<file path="src/rtl/bus_reg_responder.sv">
// Leaf register bank on the bus: decodes addr, takes writes, answers reads after READ_LATENCY cycles.
// Define BUS_REG_RESPONDER_WR_PULSE_EN to add the per-register o_wr_pulse output.
module bus_reg_responder #(
    parameter int                   NUM_REGS     = 8,
    parameter int                   ADDR_W       = 32,
    parameter int                   DATA_W       = 32,
    parameter logic [31:0]          BASE_ADDR    = 32'h0,
    parameter int                   READ_LATENCY = 1,
    parameter logic [NUM_REGS-1:0]  RO_MASK      = '0,
    parameter logic [DATA_W-1:0]    RESET_VALUE  = '0
) (
    input  logic                               clk,
    input  logic                               reset_n,
    input  logic [ADDR_W-1:0]                  i_addr,
    input  logic                               i_wr,
    input  logic [DATA_W-1:0]                  i_wr_data,
    input  logic                               i_rd,
    output logic [DATA_W-1:0]                  o_rd_data,
    output logic                               o_rd_data_valid,
`ifdef BUS_REG_RESPONDER_WR_PULSE_EN
    output logic [NUM_REGS-1:0]                o_wr_pulse,
`endif
    output logic [NUM_REGS-1:0][DATA_W-1:0]    o_regs_out,
    input  logic [NUM_REGS-1:0][DATA_W-1:0]    i_hw_in
);
    localparam int          IDX_W = (NUM_REGS > 1) ? $clog2(NUM_REGS) : 1;
    localparam logic [63:0] LP_LO = 64'(BASE_ADDR);
    localparam logic [63:0] LP_HI = LP_LO + 64'(4 * NUM_REGS);

    if (READ_LATENCY < 1 || READ_LATENCY > 4) begin : g_bad_latency
        $error("bus_reg_responder: READ_LATENCY must be 1..4");
    end
    if (NUM_REGS < 1 || NUM_REGS > 64) begin : g_bad_num_regs
        $error("bus_reg_responder: NUM_REGS must be 1..64");
    end
    if (ADDR_W < $clog2(LP_HI)) begin : g_bad_addr_w
        $error("bus_reg_responder: ADDR_W too narrow for the mapped window");
    end

    logic [63:0]                       w_addr64;
    logic [63:0]                       w_off;
    logic                              w_hit;
    logic                              w_wr_hit;
    logic                              w_rd_hit;
    logic [IDX_W-1:0]                  w_idx;
    logic [DATA_W-1:0]                 w_rd_val;
    logic [NUM_REGS-1:0][DATA_W-1:0]   w_view;
    logic                              w_unused_hw;

    assign w_addr64 = 64'(i_addr);
    assign w_off    = w_addr64 - LP_LO;
    assign w_hit    = (w_addr64 >= LP_LO) && (w_addr64 < LP_HI) && (i_addr[1:0] == 2'b00);
    assign w_idx    = IDX_W'(w_off >> 2);
    assign w_wr_hit = i_wr && w_hit;
    assign w_rd_hit = i_rd && w_hit;
    // Value seen by a read is the register contents before any same-edge write.
    assign w_rd_val = w_view[w_idx];
    // hw_in lanes behind writable registers are intentionally ignored.
    assign w_unused_hw = ^i_hw_in;

    for (genvar i = 0; i < NUM_REGS; i++) begin : g_reg
        if (RO_MASK[i]) begin : g_ro
            assign w_view[i] = i_hw_in[i];
        end else begin : g_rw
            logic [DATA_W-1:0] r_reg;
            always_ff @(posedge clk or negedge reset_n) begin
                if (!reset_n)
                    r_reg <= RESET_VALUE;
                else if (w_wr_hit && (w_idx == IDX_W'(i)))
                    r_reg <= i_wr_data;
            end
            assign w_view[i] = r_reg;
        end
    end

    assign o_regs_out = w_view;

`ifdef BUS_REG_RESPONDER_WR_PULSE_EN
    logic [NUM_REGS-1:0] r_wr_pulse;
    always_ff @(posedge clk or negedge reset_n) begin
        if (!reset_n) begin
            r_wr_pulse <= '0;
        end else begin
            for (int i = 0; i < NUM_REGS; i++)
                r_wr_pulse[i] <= w_wr_hit && (w_idx == IDX_W'(i)) && !RO_MASK[i];
        end
    end
    assign o_wr_pulse = r_wr_pulse;
`endif

    // Stage k holds a read sampled k edges ago; data is zeroed in empty stages.
    logic [READ_LATENCY:1]              r_vld_pipe;
    logic [READ_LATENCY:1][DATA_W-1:0]  r_dat_pipe;

    always_ff @(posedge clk or negedge reset_n) begin
        if (!reset_n) begin
            r_vld_pipe <= '0;
            r_dat_pipe <= '0;
        end else begin
            r_vld_pipe[1] <= w_rd_hit;
            r_dat_pipe[1] <= w_rd_hit ? w_rd_val : '0;
            for (int k = 2; k <= READ_LATENCY; k++) begin
                r_vld_pipe[k] <= r_vld_pipe[k-1];
                r_dat_pipe[k] <= r_dat_pipe[k-1];
            end
        end
    end

    assign o_rd_data_valid = r_vld_pipe[READ_LATENCY];
    assign o_rd_data       = r_vld_pipe[READ_LATENCY] ? r_dat_pipe[READ_LATENCY] : '0;
endmodule

</file>
<file path="config.mk">
export PLATFORM = sky130hd
export DESIGN_NAME = bus_reg_responder
export DESIGN_NICKNAME = d
export VERILOG_FILES = /design/src/rtl/bus_reg_responder.sv
export SDC_FILE = /design/constraint.sdc
export NUM_CORES = 1
export LEC_CHECK = 0
export ABC_AREA = 1
export BUFFER_PORTS_ARGS = -buffer_cell sky130_fd_sc_hd__buf_2
export CAP_MARGIN = 20
export CORE_AREA = 2 2 238 240
export DETAILED_ROUTE_END_ITERATION = 16
export DIE_AREA = 0 0 240 242
export GPL_TIMING_DRIVEN = 0
export HOLD_SLACK_MARGIN = 0.15
export PLACE_DENSITY = 0.5
export SLEW_MARGIN = 40
export SYNTH_ARGS = -nofsm -noshare
export SYNTH_HDL_FRONTEND = slang
export SYNTH_SLANG_ARGS = --single-unit
</file>
<file path="constraint.sdc">
create_clock -name clk -period 1.95 [get_ports clk]
set_input_delay 0.0975 -clock clk [delete_from_list [all_inputs] [get_ports clk]]
set_output_delay 0.0975 -clock clk [all_outputs]
set_load 0.005 [all_outputs]
</file>
======== Yosys cells after proc, flatten, opt, wreduce, memory -nomap -nowiden ========
Index checks and enable logic that the tools add are counted.
storage, ports and cells
  word-level logic and storage cells ...... 38
  bits of input ports ..................... 324
  register bits after elaboration ......... 289
operators by class
  eq/ne operators ......................... 7
  mux-type cells .......................... 4
  order comparisons ....................... 3
  reductions and logical operators ........ 14
operators with widths
  kind                                                                number
  binary-select mux 32 bit (select 3 bit)                             1
  two-way mux 32 bit                                                  3
  greater-or-equal comparator 32 x 1 -> 1 bit, second input constant  1
  < comparator 32 x 6 -> 1 bit, second input constant                 1
  equality test 3 bit, second input constant                          4
  logical AND 1 bit                                                   12
  equality test 3 x 2 -> 1 bit, second input constant                 2
  < comparator 3 x 4 -> 1 bit, second input constant                  1
  equality test 3 x 1 -> 1 bit, second input constant                 1
  zero test 3 bit                                                     1
  zero test 2 bit                                                     1

======== Logic depth before layout (Yosys ltp) ========
Gate-level depths: netlist (run 1).
  word-level depth ........................ 5
  mapped depth ............................ 10

======== Worst setup path before layout (run 1) ========
No wires, ideal clock.
  path kind ............................... input to register
  start point ............................. in i_addr[29]
  end point ............................... reg g_reg[7].g_rw.r_reg[10]
  data arrival time ....................... 1.169 ns
  required time ........................... 1.833 ns
  cell stages on the path ................. 9
  slack ................................... 0.664 ns
  path through ............................ or2_1 > nor2_1 > nand2_1 > nor2_2 > buf_6 > nand3_2 > clkbuf_1 > nand2_1 > nand2_1
between the ends
  longest elaborated chain between the ends .. 5
  elaborated cells on any way between the ends .. 6
  classes of those cells .................. 2 x order compare; 4 x reduce/logical
RTL lines
  what                                                                                                line  RTL
  from (decl)                                                                                         14    input logic [ADDR_W-1:0] i_addr,
  greater-or-equal comparator 32 x 1 -> 1 bit / < comparator 32 x 6 -> 1 bit (equally long branches)  52    assign w_hit = (w_addr64 >= LP_LO) && (w_addr64 < LP_HI) && (i_addr[1:0] == 2'b00);
  logical AND 1 bit * (2 in a row)                                                                    52
  logical AND 1 bit *                                                                                 54    assign w_wr_hit = i_wr && w_hit;
  logical AND 1 bit *                                                                                 69    else if (w_wr_hit && (w_idx == IDX_W'(i)))
  to (signal assigned)                                                                                70    r_reg <= i_wr_data;
  to (decl)                                                                                           65    logic [DATA_W-1:0] r_reg;
Every way passes the cells marked *; elsewhere a longest branch is shown, timed or not.
A chain may end at the register's enable or synchronous reset.

======== Final worst setup path (run 1) ========
  start point ............................. in i_addr[4]
  end point ............................... reg g_reg[5].g_rw.r_reg[0]
between the ends
  longest elaborated chain between the ends .. 5
  elaborated cells on any way between the ends .. 7
  classes of those cells .................. 2 x order compare; 1 x eq/ne; 4 x reduce/logical
RTL lines
  what                                                                                                line
  greater-or-equal comparator 32 x 1 -> 1 bit / < comparator 32 x 6 -> 1 bit (equally long branches)  52
  logical AND 1 bit (2 in a row)                                                                      52
  logical AND 1 bit                                                                                   54
  logical AND 1 bit *                                                                                 69
  to (signal assigned)                                                                                70
  to (decl)                                                                                           65
Marked as above.

==> results.yml, run 1 <==
drt:
  drt-vias-per-instance: 4.97
  drt_wl_total_um: 71900
  antenna_left: 0
  dr.pass1.iters: 6
  drtIter0Drc: 1359
  dr_total_vias: 15300
  drc: 0
  wl_per_cell_um: 23.5
placed_design:
  post_dp_cell_area_um2: 17000
  place_ws_ns: -0.496
  io_buffers: 321
  dp_hpwl_um: 54500
  gp_congestion: 0.906
sta:
  worst_slack_ns: 0.0342
  post-route-min-period_ns: 1.92
  max-slew-margin-rel_pct: 41.0
  tightestPinTransition_ns: 0.885
  maxSlewViolCount: 0
  hold_ws_ns: 0.199
  setup_viol: 0
  period_share_pct: 98.2
  fmax_mhz: 522
  fin_skew_ns: 0.0199
  hold_viol_final: 0
  rsz0062_at_grt: "no"
clock_tree:
  cts_buffers: 37
  cts_tree: "yes"
  cts_htree_levels: 2
  root_buffer: "clkbuf_16"
  cts_setup_buffers: 0
  path_clk_slew_ns: 0.06
  insertion_delay_ns: 0.56
  clock_sinks: 289
  clockBufferDepth: 3
power_and_ir_drop:
  leakage_nw: 10.7
  power_mw: 14.1
  power_density_nw_per_um2: 757
  ir_drop_mv: 0.493
grt:
  antenna_found_initial: 3
  grt.overflow.total: 0
  grt_pass1_wl_um: 102000
  met3_usage_pct: 9.42
  grt_max_degree: 71
  met1_usage_pct: 33.2
  globalRoute.busiestLayer: "met2"
  grtUsageMet2_pct: 34.8
  grt_pass1_vias: 14800
  track_usage_pct: 24.2
worst_setup_path:
  worst-setup-path-type: "in -> reg"
  arrival_ns: 2.36
  crit_fanout: 10
  worst_setup_path_end_kind: "flip-flop"
  cp_data_required_time_ns: 2.39
  critPathLaunchType: "primary input"
layout:
  postLayoutCellArea_um2: 18600
  fill_cells: 6059
  final_common_cell: "nand2_1"
  largest_reg_flops: 256
  final_nets: 2603
  area_growth_pct: 29.6
  layout-drive-gt1-share_pct: 22.7
  layout_common_cells: "683 x nand2_1, 369 x buf_2, 288 x dfrtp_1, 256 x nand4_1, 248 x nor2_1"
die:
  fp.dieW_um: 240
  die_area_um2: 58100
  start_util_pct: 25.7
  num_io_pins: 613
  rows: 87
  coreArea_um2: 55700
  die_y_um: 242
logic_synthesis:
  yosysWarnings: 0
  synthesis.area_um2: 14300
  synth_seq_cells: 289
  syn_nets: 2203
  avgSynthCellArea_um2: 7.63
  yosysUniqueCellTypes: 19
  seq_area_frac_synth_pct: 50.4
  syn-instance-count: 1879
run_status:
  status: "completed"
job:
  drv_cap: 0
worst_hold_path:
  hold_class: "in -> reg"
[layer usage]
layer | up-vias | share of wire [%]
li1 | 6982 | -
met1 | 7391 | 44
met5 | - | 0
met4 | 0 | 2.7
met2 | 768 | 41
met3 | 116 | 12
[cell type report]
cell class | instances | area (um^2) | share of cell area, %
multi-input cells | 1361 | 6100 | 32.8
plain buffers | 189 | 882 | 4.74
clock buffers | 57 | 1130 | 6.10
clock inverters | 9 | 52.6 | 0.283
repair buffers | 361 | 2090 | 11.2
diodes | 5 | 12.5 | 0.0673
well taps | 756 | 946 | 5.09
inverters | 40 | 150 | 0.807
flip-flops and latches | 289 | 7230 | 38.9
[power by group]
group / leakage [nW] / internal (mW) / switching (mW)
clock network: 0.592 / 4.00 / 2.81
logic: 6.06 / 0.322 / 0.936
registers: 4.04 / 6.00 / 0.0000000488
[stage by stage]
stage | instances | setup TNS (ns) | util [%]
final | 3067 | 0 | 33.4
after global routing | 3062 | 0 | 33.3
after CTS | 3062 | 0 | 33.3
after detailed placement | 2960 | -73.55 | 30.5
after global placement | 2956 | -1495.93 | 30.3
after floorplan | 1879 | 0 | -
[cell families after synthesis]
kind of cell | count (synthesis) | share of synthesized area (%)
AO/OA/AOI/OAI | 128 | 5.02
flip-flops | 289 | 50.4
buffers and inverters | 229 | 7.13
AND/OR/NAND/NOR | 1233 | 37.4
[synth_stat cells, drive strengths merged]
library cell	count	area (um^2)
buf	71	392
o211ai	32	240
dfrtp	289	7230
nand4	256	1600
o21ai	96	480
or2	33	206
inv	40	150
nand2	683	2560
nor2	253	952
nand3	8	45.0
clkbuf	118	480
[worst paths after layout]
check	from	endpoint	slack, ns	cells after the start
setup / recovery	i_addr[4]	g_reg[5].g_rw.r_reg[0]$_DFFE_PN0P_	0.03	7
hold / removal	i_wr	g_reg[6].g_rw.r_reg[0]$_DFFE_PN0P_	0.20	5
setup reg to reg	g_reg[7].g_rw.r_reg[11]$_DFFE_PN0P_	r_dat_pipe[11]$_DFF_PN0_	0.62	5
hold reg to reg	g_reg[7].g_rw.r_reg[11]$_DFFE_PN0P_	g_reg[7].g_rw.r_reg[11]$_DFFE_PN0P_	0.49	2
max in group asynchronous	reset_n	r_dat_pipe[18]$_DFF_PN0_	0.36	5
min in group asynchronous	reset_n	g_reg[6].g_rw.r_reg[10]$_DFFE_PN0P_	0.60	3
[critical path: stages]
cell and delay, ns:
buf_2 0.37, inv_2 0.27, nor2_1 0.48, nand3_1 0.29
dlygate4sd3_1 0.70, nand2_1 0.08, nand2_1 0.05
[timing repair]
item | CTS | global route
hold buffers | 36 | 0
gates resized for setup | 4 | 5
endpoints found under the setup margin | 30 | 71
endpoints found under the hold margin | 497 | 0
(Power assumes the default switching activity.)
==> run 2: changes to the inputs <==
--- a/config.mk
+++ b/config.mk
@@ -6,14 +6,14 @@
 export NUM_CORES = 1
 export LEC_CHECK = 0
 export ABC_AREA = 1
-export BUFFER_PORTS_ARGS = -buffer_cell sky130_fd_sc_hd__buf_2
 export CAP_MARGIN = 20
 export CORE_AREA = 2 2 238 240
 export DETAILED_ROUTE_END_ITERATION = 16
 export DIE_AREA = 0 0 240 242
+export DONT_BUFFER_PORTS = 1
 export GPL_TIMING_DRIVEN = 0
 export HOLD_SLACK_MARGIN = 0.15
-export PLACE_DENSITY = 0.5
+export PLACE_DENSITY = 0.4
 export SLEW_MARGIN = 40
 export SYNTH_ARGS = -nofsm -noshare
 export SYNTH_HDL_FRONTEND = slang
==> run 2 against run 1 <==
Utilization decreased by 3.1 points. Via count decreased by 9.2%. Largest cell class unchanged. Sequential power about the same. Register-to-register slack got worse by 0.14 ns. Combinational power decreased by 13%. Worst setup slack got worse by 0.12 ns. Wire length increased by 2.0%. Hold slack got worse by 0.93 ns. Die area unchanged. Clock-buffer cell count decreased by 3. Non-clock buffer count decreased by 323. The flow now finishes with violations (negative hold slack, negative setup slack). Power decreased by 1.1%.
==> results.yml, run 2 (same netlist as run 1, synthesis figures left out) <==
run_status:
  status: "finished, violations left"
  violations: "negative hold slack, negative setup slack"
power_and_ir_drop:
  ir_drop_mv: 0.552
  leakage_nw: 8.89
  seq_power_share_pct: 43.1
  sw_frac_of_total_pct: 26.5
  power_frac_comb_pct: 7.9
  p_clk_share_pct: 49.0
  internal_power_mw: 10.2
  power_density_nw_per_um2: 825
  power_switching_mw: 3.69
drt:
  antenna_left: 0
  drt_wl_total_um: 73400
  drtIter0Drc: 1053
  dr_total_vias: 13800
  dr.pass1.iters: 7
  wl_per_cell_um: 26.8
  drt-vias-per-instance: 5.06
  drc: 0
die:
  die_y_um: 242
  rows: 87
  fp.dieW_um: 240
  start_util_pct: 25.7
  num_io_pins: 613
  coreArea_um2: 55700
  die_area_um2: 58100
grt:
  grt_pass1_vias: 13700
  grt_pass1_wl_um: 103000
  antenna_found_initial: 3
  grt_max_degree: 290
  grt.overflow.total: 0
  track_usage_pct: 24.7
placed_design:
  post_dp_cell_area_um2: 15300
  place_ws_ns: -0.540
  gp_congestion: 0.893
  io_buffers: 0
  dp_hpwl_um: 54600
sta:
  setup_viol: 32
  max-slew-margin-rel_pct: 41.8
  tightestPinTransition_ns: 0.872
  fin_skew_ns: 0.0223
  worst_slack_ns: -0.0885
  maxSlewViolCount: 0
  post-route-min-period_ns: 2.04
  fmax_mhz: 491
  hold_viol_final: 289
  hold_ws_ns: -0.727
  rsz0062_at_grt: "yes"
  period_share_pct: 105
worst_hold_path:
  hold_class: "in -> async"
layout:
  layout-drive-gt1-share_pct: 9.89
  final_nets: 2281
  fill_cells: 6090
  final-seq-area_um2: 7230
  multiInputGateArea_um2: 6100
  final_util_pct: 30.2
  final_common_cell: "nand2_1"
  postLayoutCellArea_um2: 16900
  area_growth_pct: 17.5
  largest_reg_flops: 256
  layout_common_cells: "683 x nand2_1, 288 x dfrtp_1, 256 x nand4_1, 249 x nor2_1, 96 x o21ai_0"
  num_antenna_cells: 0
job:
  drv_cap: 0
worst_setup_path:
  critPathLaunchType: "primary input"
  arrival_ns: 2.47
  worst-setup-path-type: "in -> reg"
  cp_data_required_time_ns: 2.38
  worst_setup_path_end_kind: "flip-flop"
  crit_fanout: 10
clock_tree:
  cts_htree_levels: 2
  insertion_delay_ns: 0.56
  cts_tree: "yes"
  clockBufferDepth: 3
  cts_buffers: 38
  path_clk_slew_ns: 0.06
  clock_sinks: 289
  root_buffer: "clkbuf_16"
## run 2: changes by cell type in the layout (fill, tap and decap cells not counted), moves of 2 or more
| cell | before | now |
|---|---|---|
| diode_2 | 5 | 0 |
| dlygate4sd3_1 | 36 | 38 |
| clkinv_2 | 7 | 9 |
| clkbuf_2 | 35 | 33 |
| buf_16 | 4 | 0 |
| buf_2 | 369 | 49 |
## run 2: routing by layer
layer / global-route usage [%] / wire length (um)
met1: 31.8 / 30900
met2: 35.9 / 30600
met3: 13.4 / 10300
met4: 6.10 / 1520
met5: 0 / 16
## run 2: what timing repair did
item                       CTS  global route
gates resized for setup      3             4
setup buffers                0             0
hold buffers                37             1
setup endpoints to repair   30            78
hold endpoints to repair   548           295
## run 2: worst paths after layout
kind	startpoint	to	slack [ns]	depth (start not counted)
worst max-delay path	i_addr[2]	g_reg[1].g_rw.r_reg[10]$_DFFE_PN0P_	-0.09	9
worst max register to register	g_reg[7].g_rw.r_reg[11]$_DFFE_PN0P_	r_dat_pipe[11]$_DFF_PN0_	0.48	5
worst min register to register	g_reg[1].g_rw.r_reg[10]$_DFFE_PN0P_	g_reg[1].g_rw.r_reg[10]$_DFFE_PN0P_	0.53	2
min in group clk	i_addr[4]	r_dat_pipe[31]$_DFF_PN0_	0.20	4
worst min-delay path	reset_n	g_reg[0].g_rw.r_reg[5]$_DFFE_PN0P_	-0.73	0
max in group asynchronous	reset_n	g_reg[0].g_rw.r_reg[13]$_DFFE_PN0P_	2.29	0
## run 2: cell type report
class                           count  area share (%)
Clock buffer                       54            6.60
Buffer                            189            5.22
Inverter                           40           0.891
Multi-Input combinational cell   1361            36.2
Sequential cell                   289            42.9
Clock inverter                     10           0.319
Timing Repair Buffer               38            2.26
Tap cell                          756            5.61
## run 2: power by group through the flow
stage	clock [mW]	sequential (mW)	combinational, mW
final	6.82	6.00	1.09
after global routing	7.22	5.99	1.18
after CTS	7.01	6.00	1.08
after detailed placement	0	6.11	1.02
after global placement	0	6.11	1.02
after floorplan	0	6.11	0.585
## run 2: critical path, stage by stage
cell,delay (ns)
buf_2,0.35
inv_2,0.18
nor2_1,0.12
inv_1,0.06
nor2_1,0.60
nand3_1,0.54
buf_2,0.38
nand2_1,0.09
nand2_1,0.05
## run 2: per-stage QoR
stage | power (mW) | TNS, ns | instances | hold slack (ns)
floorplan | 6.69 | 0 | 1879 | -0.198
global placement | 7.12 | -92.50 | 2635 | -0.171
detailed placement | 7.13 | -74.83 | 2635 | -0.171
CTS | 14.1 | 0 | 2736 | -0.765
global route | 14.4 | -3.59 | 2737 | -0.759
finish | 13.9 | -2.10 | 2737 | -0.727
